### config.mk
export PLATFORM = sky130hd
export DESIGN_NAME = button_debouncer
export DESIGN_NICKNAME = d
export VERILOG_FILES = /design/src/rtl/konami_pkg.sv /design/src/rtl/debounce_channel.sv /design/src/rtl/button_debouncer.sv
export SDC_FILE = /design/constraint.sdc
export NUM_CORES = 1
export LEC_CHECK = 0
export ABC_CLOCK_PERIOD_IN_PS = 2300
export CAP_MARGIN = 20
export CORE_MARGIN = 8
export CORE_UTILIZATION = 60
export CTS_CLUSTER_DIAMETER = 80
export DETAILED_ROUTE_END_ITERATION = 8
export PLACE_DENSITY = 0.78
export SYNTH_ARGS = -nofsm -noshare
export SYNTH_HDL_FRONTEND = slang
export SYNTH_SLANG_ARGS = --single-unit
### constraint.sdc
create_clock -name clk -period 2.3 [get_ports clk]
set_clock_uncertainty 0.2 [all_clocks]
set_input_delay 0.23 -clock clk [delete_from_list [all_inputs] [get_ports clk]]
set_output_delay 0.23 -clock clk [all_outputs]
set_load 0.02 [all_outputs]
### src/rtl/konami_pkg.sv
// Shared constants for the Konami-code input path: button indices and debounce defaults.
// Used by button_debouncer (optional macro BUTTON_PRESS_PULSE_EN) and its channels.
package konami_pkg;

   localparam int NUM_BUTTONS             = 4;
   localparam int BTN_UP                  = 0;
   localparam int BTN_DOWN                = 1;
   localparam int BTN_LEFT                = 2;
   localparam int BTN_RIGHT               = 3;
   localparam int DEBOUNCE_CYCLES_DEFAULT = 320000;

   typedef logic [NUM_BUTTONS-1:0] btn_vec_t;

   // Counter width for a stable-cycle count; never narrower than one bit.
   function automatic int debounce_cnt_width(input int cycles);
      if (cycles > 2) begin
         return $clog2(cycles);
      end else begin
         return 1;
      end
   endfunction

endpackage

### src/rtl/debounce_channel.sv
// One push-button channel: two-flop synchronizer, stable-run counter, debounced state
// and registered output, plus a press strobe when BUTTON_PRESS_PULSE_EN is defined.
module debounce_channel
   import konami_pkg::*;
#(
   parameter int DEBOUNCE_CYCLES = DEBOUNCE_CYCLES_DEFAULT
) (
   input  logic i_clk,
   input  logic i_reset,
   input  logic i_raw_n,
   output logic o_debounced,
   output logic o_press_pulse
);

   localparam int             CW       = debounce_cnt_width(DEBOUNCE_CYCLES);
   localparam logic [CW-1:0]  CNT_LAST = CW'(DEBOUNCE_CYCLES - 1);
   localparam logic [CW-1:0]  CNT_ONE  = CW'(1);

   logic          r_sync1;
   logic          r_sync2;
   logic          w_sample;
   logic [CW-1:0] r_count;
   logic [CW-1:0] w_count_next;
   logic          r_state;
   logic          w_state_next;
   logic          r_debounced;

   // Synchronizer: both flops park at the released level (1) under reset.
   always_ff @(posedge i_clk) begin
      if (i_reset) begin
         r_sync1 <= 1'b1;
         r_sync2 <= 1'b1;
      end else begin
         r_sync1 <= i_raw_n;
         r_sync2 <= r_sync1;
      end
   end

   assign w_sample = ~r_sync2;

   // Next count/state: any sample agreeing with the state restarts the run.
   always_comb begin
      w_count_next = r_count;
      w_state_next = r_state;
      if (w_sample == r_state) begin
         w_count_next = '0;
      end else if (r_count == CNT_LAST) begin
         w_count_next = '0;
         w_state_next = w_sample;
      end else begin
         w_count_next = r_count + CNT_ONE;
      end
   end

   // Counter, accepted state and the registered output copy of that state.
   always_ff @(posedge i_clk) begin
      if (i_reset) begin
         r_count     <= '0;
         r_state     <= 1'b0;
         r_debounced <= 1'b0;
      end else begin
         r_count     <= w_count_next;
         r_state     <= w_state_next;
         r_debounced <= r_state;
      end
   end

   assign o_debounced = r_debounced;

`ifdef BUTTON_PRESS_PULSE_EN
   logic r_press_pulse;

   // Strobe lands in the same cycle the output first reads pressed.
   always_ff @(posedge i_clk) begin
      if (i_reset) begin
         r_press_pulse <= 1'b0;
      end else begin
         r_press_pulse <= r_state & ~r_debounced;
      end
   end

   assign o_press_pulse = r_press_pulse;
`else
   assign o_press_pulse = 1'b0;
`endif

endmodule

### src/rtl/button_debouncer.sv
// Four-button debouncer feeding the Konami acceptor; press strobes exist only
// when BUTTON_PRESS_PULSE_EN is defined (otherwise press_pulse is tied low).
module button_debouncer
   import konami_pkg::*;
#(
   parameter int DEBOUNCE_CYCLES = DEBOUNCE_CYCLES_DEFAULT
) (
   input  logic                   clk,
   input  logic                   reset,
   input  logic                   up_,
   input  logic                   down_,
   input  logic                   left_,
   input  logic                   right_,
   output logic                   up_debounced,
   output logic                   down_debounced,
   output logic                   left_debounced,
   output logic                   right_debounced,
   output logic [NUM_BUTTONS-1:0] press_pulse
);

   btn_vec_t w_raw_n;
   btn_vec_t w_debounced;

   assign w_raw_n[BTN_UP]    = up_;
   assign w_raw_n[BTN_DOWN]  = down_;
   assign w_raw_n[BTN_LEFT]  = left_;
   assign w_raw_n[BTN_RIGHT] = right_;

   for (genvar g = 0; g < NUM_BUTTONS; g++) begin : g_chan
      debounce_channel #(
         .DEBOUNCE_CYCLES (DEBOUNCE_CYCLES)
      ) u_chan (
         .i_clk         (clk),
         .i_reset       (reset),
         .i_raw_n       (w_raw_n[g]),
         .o_debounced   (w_debounced[g]),
         .o_press_pulse (press_pulse[g])
      );
   end

   assign up_debounced    = w_debounced[BTN_UP];
   assign down_debounced  = w_debounced[BTN_DOWN];
   assign left_debounced  = w_debounced[BTN_LEFT];
   assign right_debounced = w_debounced[BTN_RIGHT];

endmodule
==> impl_metrics.yaml, run 1 <==
sta:
  finalHoldViolations: 0
  maxSlewViolCount: 0
  min_period_over_period_pct: 92.51
  fin_crit_ns: 2.128
  finalSetupViolations: 0
  grt_setup_unrepaired: "false"
  tns_ns: 0
  fmax_mhz: 470.0
route:
  drtAntennaViolNets: 0
  firstDrtPassIters: 4
  viasPerCell: 5.643
  drc: 0
  vias: 3070
  first_iter_violations: 88
  totalWireLength_mm: 7.013
  post_drt_wl_per_cell_um: 12.89
clock_tree:
  cts.sinks: 92
  cts.path.max_buffers: 2
  cts_setup_buffers: 0
  cts-hold-fix-buffers: 0
  clk_pin_slew_ns: 0.08
  cts_buffers: 9
  tritoncts: "built"
  clock_latency_ns: 0.35
  cts_resized: 0
  clockRootBuffer: "clkbuf_8"
  htreeDepth: 3
logic_synthesis:
  synth_warnings: 0
  synth_cell_types: 43
  synth_area_um2: 3963
  synth_cells: 448
  synth_top_cells_by_area: "dfxtp_1 (46%), xnor2_1 (9.9%), nor2_1 (7.3%)"
  synth_top_area_share_pct: 46.48
  syn_avg_cell_area_um2: 8.845
  synth_top_area_cell: "dfxtp_1"
  yosys_register_bits: 92
  seq_area_frac_synth_pct: 46.48
pwr:
  pwr_density_cell_nw_per_um2: 608.9
  finalPower_w: 0.002634
  power_leakage_nw: 1.248
  vdd_drop_max_v: 0.0003875
global_routing:
  antenna_found_initial: 0
  met1_usage_pct: 17.67
  grt-ovfl-total: 0
  grt_pass1_wl_mm: 12.29
  met2_usage_pct: 25.57
  grt_util_all_layers_pct: 15.17
  grtUsageMet3_pct: 4.125
  grt-busiest-layer: "met2"
  grt_pass1_vias: 2882
  grt_max_degree: 19
floorplan:
  die_h_um: 97.27
  start_util_pct: 62.05
  core_area_um2: 6386
  dieWidth_um: 97.27
  die_area_um2: 9460
  io-pin-count: 14
  rows: 29
worst_setup_path:
  crit_path_start_kind: "flop"
  crit_type: "reg -> reg"
  cp-end-kind: "flop"
  crit_chain: "ha_1 > nand2_1 > or4_4 > nor2_1 > mux2_2"
  critPathMaxFanout: 8
  arrival_ns: 2.17
  worstPathRequired_ns: 2.34
  slowest_stage: "or4_4"
  crit_path_max_incr_delay_ns: 0.59
cells_and_area:
  area_growth_pct: 9.157
  nets: 473
  drive_gt1_share_pct: 9.208
  multiInputGateArea_um2: 1996
  nFillCells: 516
  n_antenna_cell: 0
  seqCellArea_um2: 1842
run:
  drv_cap: 0
outcome:
  status: "finished, final reports clean"
worst_hold_path:
  worstHoldPathType: "reg -> reg"
placement:
  portBuffers: 9
  hpwl_mm: 4.821
  globalplace.congestion: 0.8288
[Yosys cell counts]
| library cell | number |
|---|---|
| buf_6 | 1 |
| ha_1 | 4 |
| or4b_1 | 1 |
| o41ai_1 | 1 |
| mux2i_1 | 3 |
| o21ai_2 | 1 |
| nand3_2 | 1 |
| nand2b_1 | 2 |
| inv_1 | 12 |
| nor2_1 | 77 |
| nor4bb_1 | 1 |
| buf_4 | 4 |
| or4_4 | 1 |
| nor3b_1 | 1 |
| a31o_2 | 1 |
| nand2_1 | 21 |
| nor4_1 | 20 |
| nand3_1 | 23 |
| conb_1 | 1 |
| or4_1 | 4 |
| xor2_1 | 13 |
| clkbuf_1 | 8 |
| o21bai_1 | 1 |
| and3_1 | 6 |
| dfxtp_1 | 92 |
| and4_1 | 3 |
| nor4b_1 | 3 |
| and3_2 | 1 |
| nor2b_1 | 4 |
| or3b_2 | 1 |
| or2_2 | 8 |
| mux2_2 | 4 |
| o31ai_1 | 2 |
| nand4_1 | 19 |
| or3_1 | 12 |
| o21ai_0 | 8 |
| buf_2 | 4 |
| and2_1 | 1 |
| nor3_1 | 18 |
| xnor2_1 | 45 |
| o21ai_4 | 1 |
| a31oi_1 | 1 |
| a21oi_1 | 13 |
[logic make-up after synthesis]
family	share of synthesized area [%]
compound gates	4.452
flops	46.48
mux	1.894
fa+ha+maj	1.263
other cells	0.09464
simple gates	29.56
buf+inv	3.442
xor+xnor	12.82
[path summary, 6_finish.rpt]
check / start / slack, ns / cells after the start / to
max reg2reg: g_chan[1].u_chan.r_count[0]$_SDFF_PP0_ / 0.17 / 5 / g_chan[1].u_chan.r_state$_SDFFE_PP0P_
min reg2reg: g_chan[1].u_chan.r_sync1$_SDFF_PP1_ / 0.21 / 1 / g_chan[1].u_chan.r_sync2$_SDFF_PP1_
max: g_chan[1].u_chan.r_count[0]$_SDFF_PP0_ / 0.17 / 5 / g_chan[1].u_chan.r_state$_SDFFE_PP0P_
min: g_chan[1].u_chan.r_sync1$_SDFF_PP1_ / 0.21 / 1 / g_chan[1].u_chan.r_sync2$_SDFF_PP1_
[placed cells by master, fill, tap and decap left out, types with 9 or more instances in the layout]
master and n:
or3_1 12, xnor2_1 45, a21oi_1 13, clkbuf_8 11, nand4_1 19, dfxtp_1 92
nand3_1 23, xor2_1 13, inv_1 12, clkdlybuf4s50_1 9, nor3_1 18, nor2_1 77
nor4_1 20, nand2_1 21
[through the flow]
stage	hold WS (ns)	cells	utilization, %	cell area [um^2]	worst slack, ns
finish	0.2136	544	67.73	4325	0.1723
global route	0.2247	544	67.73	4325	0.07023
detailed placement	0.1929	529	64.97	4149	0.1692
global placement	0.1912	529	64.97	4149	0.2308
floorplan	0.1338	451	-	3974	0.2787
CTS	0.2169	544	67.73	4325	0.1630
[cell type report]
class                   count  area share, %
inverters                  12          1.041
repair buffers             18          3.934
well taps                  77          2.227
flip-flops and latches     92          42.58
clock inverters             4         0.5785
multi-input cells         330          46.14
clock buffers              11          3.500
[report_power, final]
group          leakage, nW  internal [W]  switching, W  total (W)
Combinational        0.418     0.0000207     0.0000272  0.0000479
Clock               0.0872      0.000442      0.000540   0.000982
Sequential           0.743       0.00160    0.00000427    0.00160
[registers in the layout, indices dropped and copies added, names as in the netlist]
register / flops
g_chan.u_chan.r_count: 76
g_chan.u_chan.o_debounced: 4
g_chan.u_chan.r_state: 4
g_chan.u_chan.r_sync1: 4
g_chan.u_chan.r_sync2: 4
[critical path, delay by kind of cell, from the launching register on]
family	cells	cell delay, ns
AND/OR/NAND/NOR	3	0.89
flip-flops	1	0.37
multiplexers	1	0.34
adder cells (fa/ha/maj)	1	0.22
[layer usage]
layer / part of all wire [%] / up-vias
li1: - / 1584
met1: 47 / 1414
met2: 47 / 60
met3: 4.3 / 12
met4: 1.7 / 0
met5: 0 / -
Note: power is estimated with default switching activity, not from simulation.
==> run 2: changes to the inputs <==
--- a/config.mk
+++ b/config.mk
@@ -12,6 +12,8 @@
 export CTS_CLUSTER_DIAMETER = 80
 export DETAILED_ROUTE_END_ITERATION = 8
 export PLACE_DENSITY = 0.78
+export SLEW_MARGIN = 15
 export SYNTH_ARGS = -nofsm -noshare
 export SYNTH_HDL_FRONTEND = slang
+export SYNTH_HIERARCHICAL = 1
 export SYNTH_SLANG_ARGS = --single-unit
==> impl_metrics.yaml, run 2 <==
outcome:
  status: "finished, final reports clean"
pwr:
  switching_share_pct: 20.81
  p_int_w: 0.002157
  power_leakage_nw: 1.416
  pwr-share-seq_pct: 58.9
  p_switching_w: 0.0005668
  pwr_density_cell_nw_per_um2: 640.2
  clock_power_share_pct: 39.3
  power_frac_comb_pct: 1.8
  vdd_drop_max_v: 0.0004717
floorplan:
  die_area_um2: 9383
  dieWidth_um: 96.87
  io-pin-count: 14
  core_area_um2: 6350
  die_h_um: 96.87
  start_util_pct: 61.79
  rows: 29
logic_synthesis:
  synth_compound_area_share_pct: 7.143
  synth_top_area_share_pct: 46.94
  synth_area_um2: 3924
  synthArstFlopShare_pct: 0
  synth_xor_area_share_pct: 11.61
  yosys_register_bits: 92
  synth_top_family_by_area: "simple AND/OR/NAND/NOR gates"
  synth_top_cells_by_area: "dfxtp_1 (47%), xor2_1 (9.8%), nor2_1 (5.7%)"
  synth_cell_types: 28
  synth.area.mux_share_pct: 0
  synth_top_area_cell: "dfxtp_1"
  synthAdderAreaFrac_pct: 1.276
  syn_avg_cell_area_um2: 9.168
  synth_most_common_cell: "dfxtp_1"
  seq_area_frac_synth_pct: 46.94
  yosys.area_share.simple_pct: 28.57
  syn_nets: 438
  ys.flop_type: "dfxtp_1"
  synth_cells: 428
  synth_warnings: 6
  synth_edf_count: 0
  yosys-top-cells-count: "dfxtp_1 (92), nor2_1 (60), xor2_1 (44), nand4_1 (24)"
clock_tree:
  cts_buffers: 9
  cts.sinks: 92
  clock_latency_ns: 0.35
  cts.path.max_buffers: 2
  tritoncts: "built"
  cts-hold-fix-buffers: 0
  clk_pin_slew_ns: 0.08
  htreeDepth: 3
  cts_setup_buffers: 0
  cts_resized: 0
  clockRootBuffer: "clkbuf_8"
cells_and_area:
  nets: 446
  utilization_pct: 67.00
  most-common-layout-cells: "dfxtp_1 (92), nor2_1 (60), xor2_1 (44)"
  nFillCells: 512
  final_common_cell: "dfxtp_1"
  drive_gt1_share_pct: 10.66
  fin_area_um2: 4254
  n_antenna_cell: 0
  largest_reg_flops: 76
  top_register: "g_chan.u_chan/r_count"
  area_growth_pct: 8.418
route:
  post_drt_wl_per_cell_um: 12.46
  first_iter_violations: 78
  drc: 0
  vias: 2872
  drtAntennaViolNets: 0
  totalWireLength_mm: 6.455
  viasPerCell: 5.544
  firstDrtPassIters: 4
worst_setup_path:
  worstPathRequired_ns: 2.39
  crit_path_start_kind: "flop"
  crit_chain: "ha_1 > and3_1 > nand3_4 > or4_4 > a21oi_2"
  cp-end-kind: "flop"
  crit_type: "reg -> reg"
  critPathMaxFanout: 9
  slowest_stage: "or4_4"
  crit_path_max_incr_delay_ns: 0.50
  arrival_ns: 2.01
sta:
  maxSlewViolCount: 0
  tns_ns: 0
  fin_crit_ns: 1.921
  fin_ws_ns: 0.3785
  finalHoldViolations: 0
  grt_setup_unrepaired: "false"
  holdWs_ns: 0.2145
  finalSetupViolations: 0
  fmax_mhz: 520.4
  min_period_over_period_pct: 83.54
worst_hold_path:
  worstHoldPathType: "reg -> reg"
placement:
  hpwl_mm: 4.458
  place_ws_ns: 0.3863
  globalplace.congestion: 0.8274
  postPlaceCellArea_um2: 4053
  portBuffers: 9
global_routing:
  grt_util_all_layers_pct: 14.25
  grt_pass1_wl_mm: 11.45
  grt-ovfl-total: 0
  antenna_found_initial: 0
  grt_max_degree: 25
  grt_pass1_vias: 2678
run:
  drv_cap: 0
run 2: changes by cell type after synthesis, sizes merged, moves of 7 or more:
cell    previous run  this run
a21oi             13        20
and4               3        12
buf                9        20
clkbuf             8         0
nor2              77        60
nor3              18         4
nor4              20         4
o21ai             10        24
xnor2             45         8
xor2              13        44
run 2: logic make-up (layout without fill, tap and decap cells):
family                     count (synthesis)  in the layout
other                                      4              4
DFF                                       92             92
and+or+nand+nor                          200            200
buffers and inverters                     28             41
adders and majority gates                  4              4
AOI/OAI and AO/OA                         48             48
xor gates and xnor gates                  52             52
run 2: per-layer routing:
metal | track usage [%] | up-vias | part of all wire, %
met5 | 0 | - | 0
li1 | - | 1496 | -
met1 | 17.73 | 1339 | 50
met4 | 7.456 | 0 | 1.3
met2 | 21.72 | 30 | 46
met3 | 4.196 | 7 | 3.3
run 2: path summary, 6_finish.rpt:
check                                    startpoint                                       to  cells after the start  slack (ns)
min             g_chan[2].u_chan/r_sync1$_SDFF_PP1_      g_chan[2].u_chan/r_sync2$_SDFF_PP1_                      1        0.21
max reg2reg  g_chan[2].u_chan/r_count[0]$_SDFF_PP0_  g_chan[2].u_chan/r_count[18]$_SDFF_PP0_                      5        0.38
max          g_chan[2].u_chan/r_count[0]$_SDFF_PP0_  g_chan[2].u_chan/r_count[18]$_SDFF_PP0_                      5        0.38
min reg2reg     g_chan[2].u_chan/r_sync1$_SDFF_PP1_      g_chan[2].u_chan/r_sync2$_SDFF_PP1_                      1        0.21
run 2: critical path: cells and delay by family, from the launching register on:
family / cells / cell delay, ns
AND/OR/NAND/NOR: 3 / 0.97
flip-flops: 1 / 0.37
adder cells (fa/ha/maj): 1 / 0.19
AO/OA/AOI/OAI: 1 / 0.13
run 2: power groups by stage:
stage | Sequential (W) | Clock, W | Combinational [W]
finish | 0.00160 | 0.00107 | 0.0000497
floorplan | 0.00164 | 0 | 0.0000315
detailed placement | 0.00164 | 0 | 0.0000494
global route | 0.00161 | 0.00118 | 0.0000550
global placement | 0.00164 | 0 | 0.0000480
CTS | 0.00160 | 0.00110 | 0.0000500
run 2: layout make-up:
cell class	instances	area, um^2	share of cell area, %
multi-input combinational	308	1922	45.18
sequential	92	1842	43.29
timing repair buffer	17	162.7	3.824
clock buffer	11	141.4	3.324
tap	77	96.34	2.265
clock inverter	5	60.06	1.412
inverter	8	30.03	0.7059
run 2: stage by stage:
| stage | cells | total power, W |
|---|---|---|
| after detailed placement | 502 | 0.001691 |
| after global placement | 502 | 0.001689 |
| after global routing | 518 | 0.002839 |
| final | 518 | 0.002723 |
| after CTS | 518 | 0.002757 |
| after floorplan | 428 | 0.001672 |
==> run 3: changes to the inputs <==
--- a/config.mk
+++ b/config.mk
@@ -5,13 +5,13 @@
 export SDC_FILE = /design/constraint.sdc
 export NUM_CORES = 1
 export LEC_CHECK = 0
-export ABC_CLOCK_PERIOD_IN_PS = 2300
+export ABC_CLOCK_PERIOD_IN_PS = 1700
 export CAP_MARGIN = 20
 export CORE_MARGIN = 8
-export CORE_UTILIZATION = 60
+export CORE_UTILIZATION = 54
 export CTS_CLUSTER_DIAMETER = 80
 export DETAILED_ROUTE_END_ITERATION = 8
-export PLACE_DENSITY = 0.78
+export PLACE_DENSITY = 0.75
 export SLEW_MARGIN = 15
 export SYNTH_ARGS = -nofsm -noshare
 export SYNTH_HDL_FRONTEND = slang
==> constraint.sdc (replaced) <==
create_clock -name clk -period 1.7 [get_ports clk]
set_clock_uncertainty 0.2 [all_clocks]
set_input_delay 0.17 -clock clk [delete_from_list [all_inputs] [get_ports clk]]
set_output_delay 0.17 -clock clk [all_outputs]
set_load 0.02 [all_outputs]
==> impl_metrics.yaml, run 3 (synthesis gave the netlist of run 2 again) <==
outcome:
  status: "complete, but fails checks"
  violations: "setup timing"
cells_and_area:
  fin_area_um2: 5045
  n_antenna_cell: 0
  nets: 516
  utilization_pct: 70.69
  area_growth_pct: 28.57
  most-common-layout-cells: "dfxtp_1 (76), buf_4 (67), nor2_1 (60)"
  instances_no_fill: 610
  top_register: "g_chan.u_chan/r_count"
  nFillCells: 561
  final_common_cell: "dfxtp_1"
  largest_reg_flops: 76
  drive_gt1_share_pct: 30.33
route:
  firstDrtPassIters: 4
  drtAntennaViolNets: 0
  viasPerCell: 5.261
  drc: 0
  post_drt_wl_per_cell_um: 13.18
  totalWireLength_mm: 8.042
  vias: 3209
  first_iter_violations: 63
global_routing:
  grt_util_all_layers_pct: 15.71
  grt-ovfl-total: 0
  met2_usage_pct: 27.38
  grt-busiest-layer: "met2"
  met1_usage_pct: 17.71
  grtUsageMet3_pct: 3.093
  grt_pass1_vias: 3181
  grt_max_degree: 25
  grt_pass1_wl_mm: 13.25
  antenna_found_initial: 0
pwr:
  power_leakage_nw: 1.834
  power_frac_comb_pct: 2.1
  finalPower_w: 0.003908
  clock_power_share_pct: 42.4
  switching_share_pct: 21.03
  p_int_w: 0.003086
  vdd_drop_max_v: 0.0004364
  pwr_density_cell_nw_per_um2: 774.6
  p_switching_w: 0.0008218
  pwr-share-seq_pct: 55.6
worst_setup_path:
  arrival_ns: 1.83
  r2r-end: "g_chan[1].u_chan/r_state$_SDFFE_PP0P_"
  crit_path_start_kind: "flop"
  r2r_cells: 6
  rr_startpoint: "g_chan[1].u_chan/r_count[0]$_SDFF_PP0_"
  regToRegSetupSlack_ns: -0.04
  cp-end-kind: "flop"
  worstPathRequired_ns: 1.80
  critPathMaxFanout: 6
  crit_type: "reg -> reg"
sta:
  holdWs_ns: 0.1850
  maxSlewViolCount: 0
  finalSetupViolations: 4
  fmax_mhz: 575.8
  finalHoldViolations: 0
  min_period_over_period_pct: 102.2
  fin_crit_ns: 1.737
  grt_setup_unrepaired: "true"
  fin_ws_ns: -0.03661
worst_hold_path:
  hold_start: "right_"
  holdPathEnd: "g_chan[3].u_chan/r_sync1$_SDFF_PP1_"
  worstHoldPathType: "in -> reg"
  hold-path-cell-count: 2
placement:
  dp.cells: 580
  portBuffers: 9
  globalplace.congestion: 0.8243
  hpwl_mm: 5.285
  postPlaceCellArea_um2: 4606
clock_tree:
  cts_buffers: 9
  htreeDepth: 3
  cts.sinks: 92
  clockRootBuffer: "clkbuf_8"
  clk_pin_slew_ns: 0.09
  clock_latency_ns: 0.35
  cts.path.max_buffers: 2
  cts-hold-fix-buffers: 0
  tritoncts: "built"
floorplan:
  dieWidth_um: 101.2
  io-pin-count: 14
  start_util_pct: 54.98
  die_area_um2: 10250
  rows: 31
  core_area_um2: 7137
  die_h_um: 101.2
run:
  drv_cap: 0
## run 3: cell types whose count changed in the layout (fill, tap and decap cells not counted), sizes merged
cell / delta
buf: +70
bufinv: +1
clkbuf: -1
dlymetal6s2s: +1
clkdlybuf4s50: -1
## run 3: worst max path at each step
stage	startpoint	end	depth (start not counted)
after floorplan	g_chan[0].u_chan/r_count[1]$_SDFF_PP0_	g_chan[0].u_chan/r_count[18]$_SDFF_PP0_	6
after global placement	g_chan[0].u_chan/r_count[12]$_SDFF_PP0_	g_chan[0].u_chan/r_count[12]$_SDFF_PP0_	4
after detailed placement	g_chan[0].u_chan/r_count[12]$_SDFF_PP0_	g_chan[0].u_chan/r_count[11]$_SDFF_PP0_	4
after CTS	g_chan[0].u_chan/r_count[0]$_SDFF_PP0_	g_chan[0].u_chan/r_state$_SDFFE_PP0P_	6
after global routing	g_chan[0].u_chan/r_count[11]$_SDFF_PP0_	g_chan[0].u_chan/r_state$_SDFFE_PP0P_	5
final	g_chan[1].u_chan/r_count[0]$_SDFF_PP0_	g_chan[1].u_chan/r_state$_SDFFE_PP0P_	6
## run 3: cell type report
| type | count | area, um^2 | share of cell area [%] |
|---|---|---|---|
| clock buffer | 10 | 137.6 | 2.728 |
| clock inverter | 6 | 96.34 | 1.910 |
| inverter | 8 | 30.03 | 0.5952 |
| multi-input combinational | 308 | 2049 | 40.63 |
| sequential | 92 | 1862 | 36.90 |
| tap | 99 | 123.9 | 2.455 |
| timing repair buffer | 87 | 745.7 | 14.78 |
## run 3: timing repair
| item | CTS | global route |
|---|---|---|
| pin swaps | 8 | 22 |
| gates resized for setup | 8 | 26 |
| endpoints found under the setup margin | 41 | 76 |
| buffers inserted | 4 | 11 |
## run 3: layer usage
metal  wire, um  up-vias
li1           -     1634
met1       3605     1515
met2       4065       45
met3        210       15
met4        160        0
met5          0        -
## run 3: through the flow
step / TNS [ns] / setup WS (ns)
2_1_floorplan: -0.1583 / -0.02949
3_3_place_gp: -1.694 / -0.1079
3_5_place_dp: -2.372 / -0.1525
4_1_cts: -0.02879 / -0.02879
5_1_grt: -0.6747 / -0.07398
6_report: -0.08550 / -0.03661
## run 3: worst max-delay path, cell delays in order, from the launching register on
cell and delay, ns:
dfxtp_2 0.36, ha_4 0.13, and3_4 0.20, nand3_4 0.10
buf_6 0.14, or4_4 0.47, nand2_2 0.07
## run 3: power by group through the flow
stage | Sequential (W) | Clock, W | Combinational [W]
detailed placement | 0.00222 | 0 | 0.0000746
finish | 0.00217 | 0.00166 | 0.0000807
floorplan | 0.00222 | 0 | 0.0000432
global route | 0.00217 | 0.00178 | 0.0000887
global placement | 0.00222 | 0 | 0.0000738
CTS | 0.00217 | 0.00170 | 0.0000772
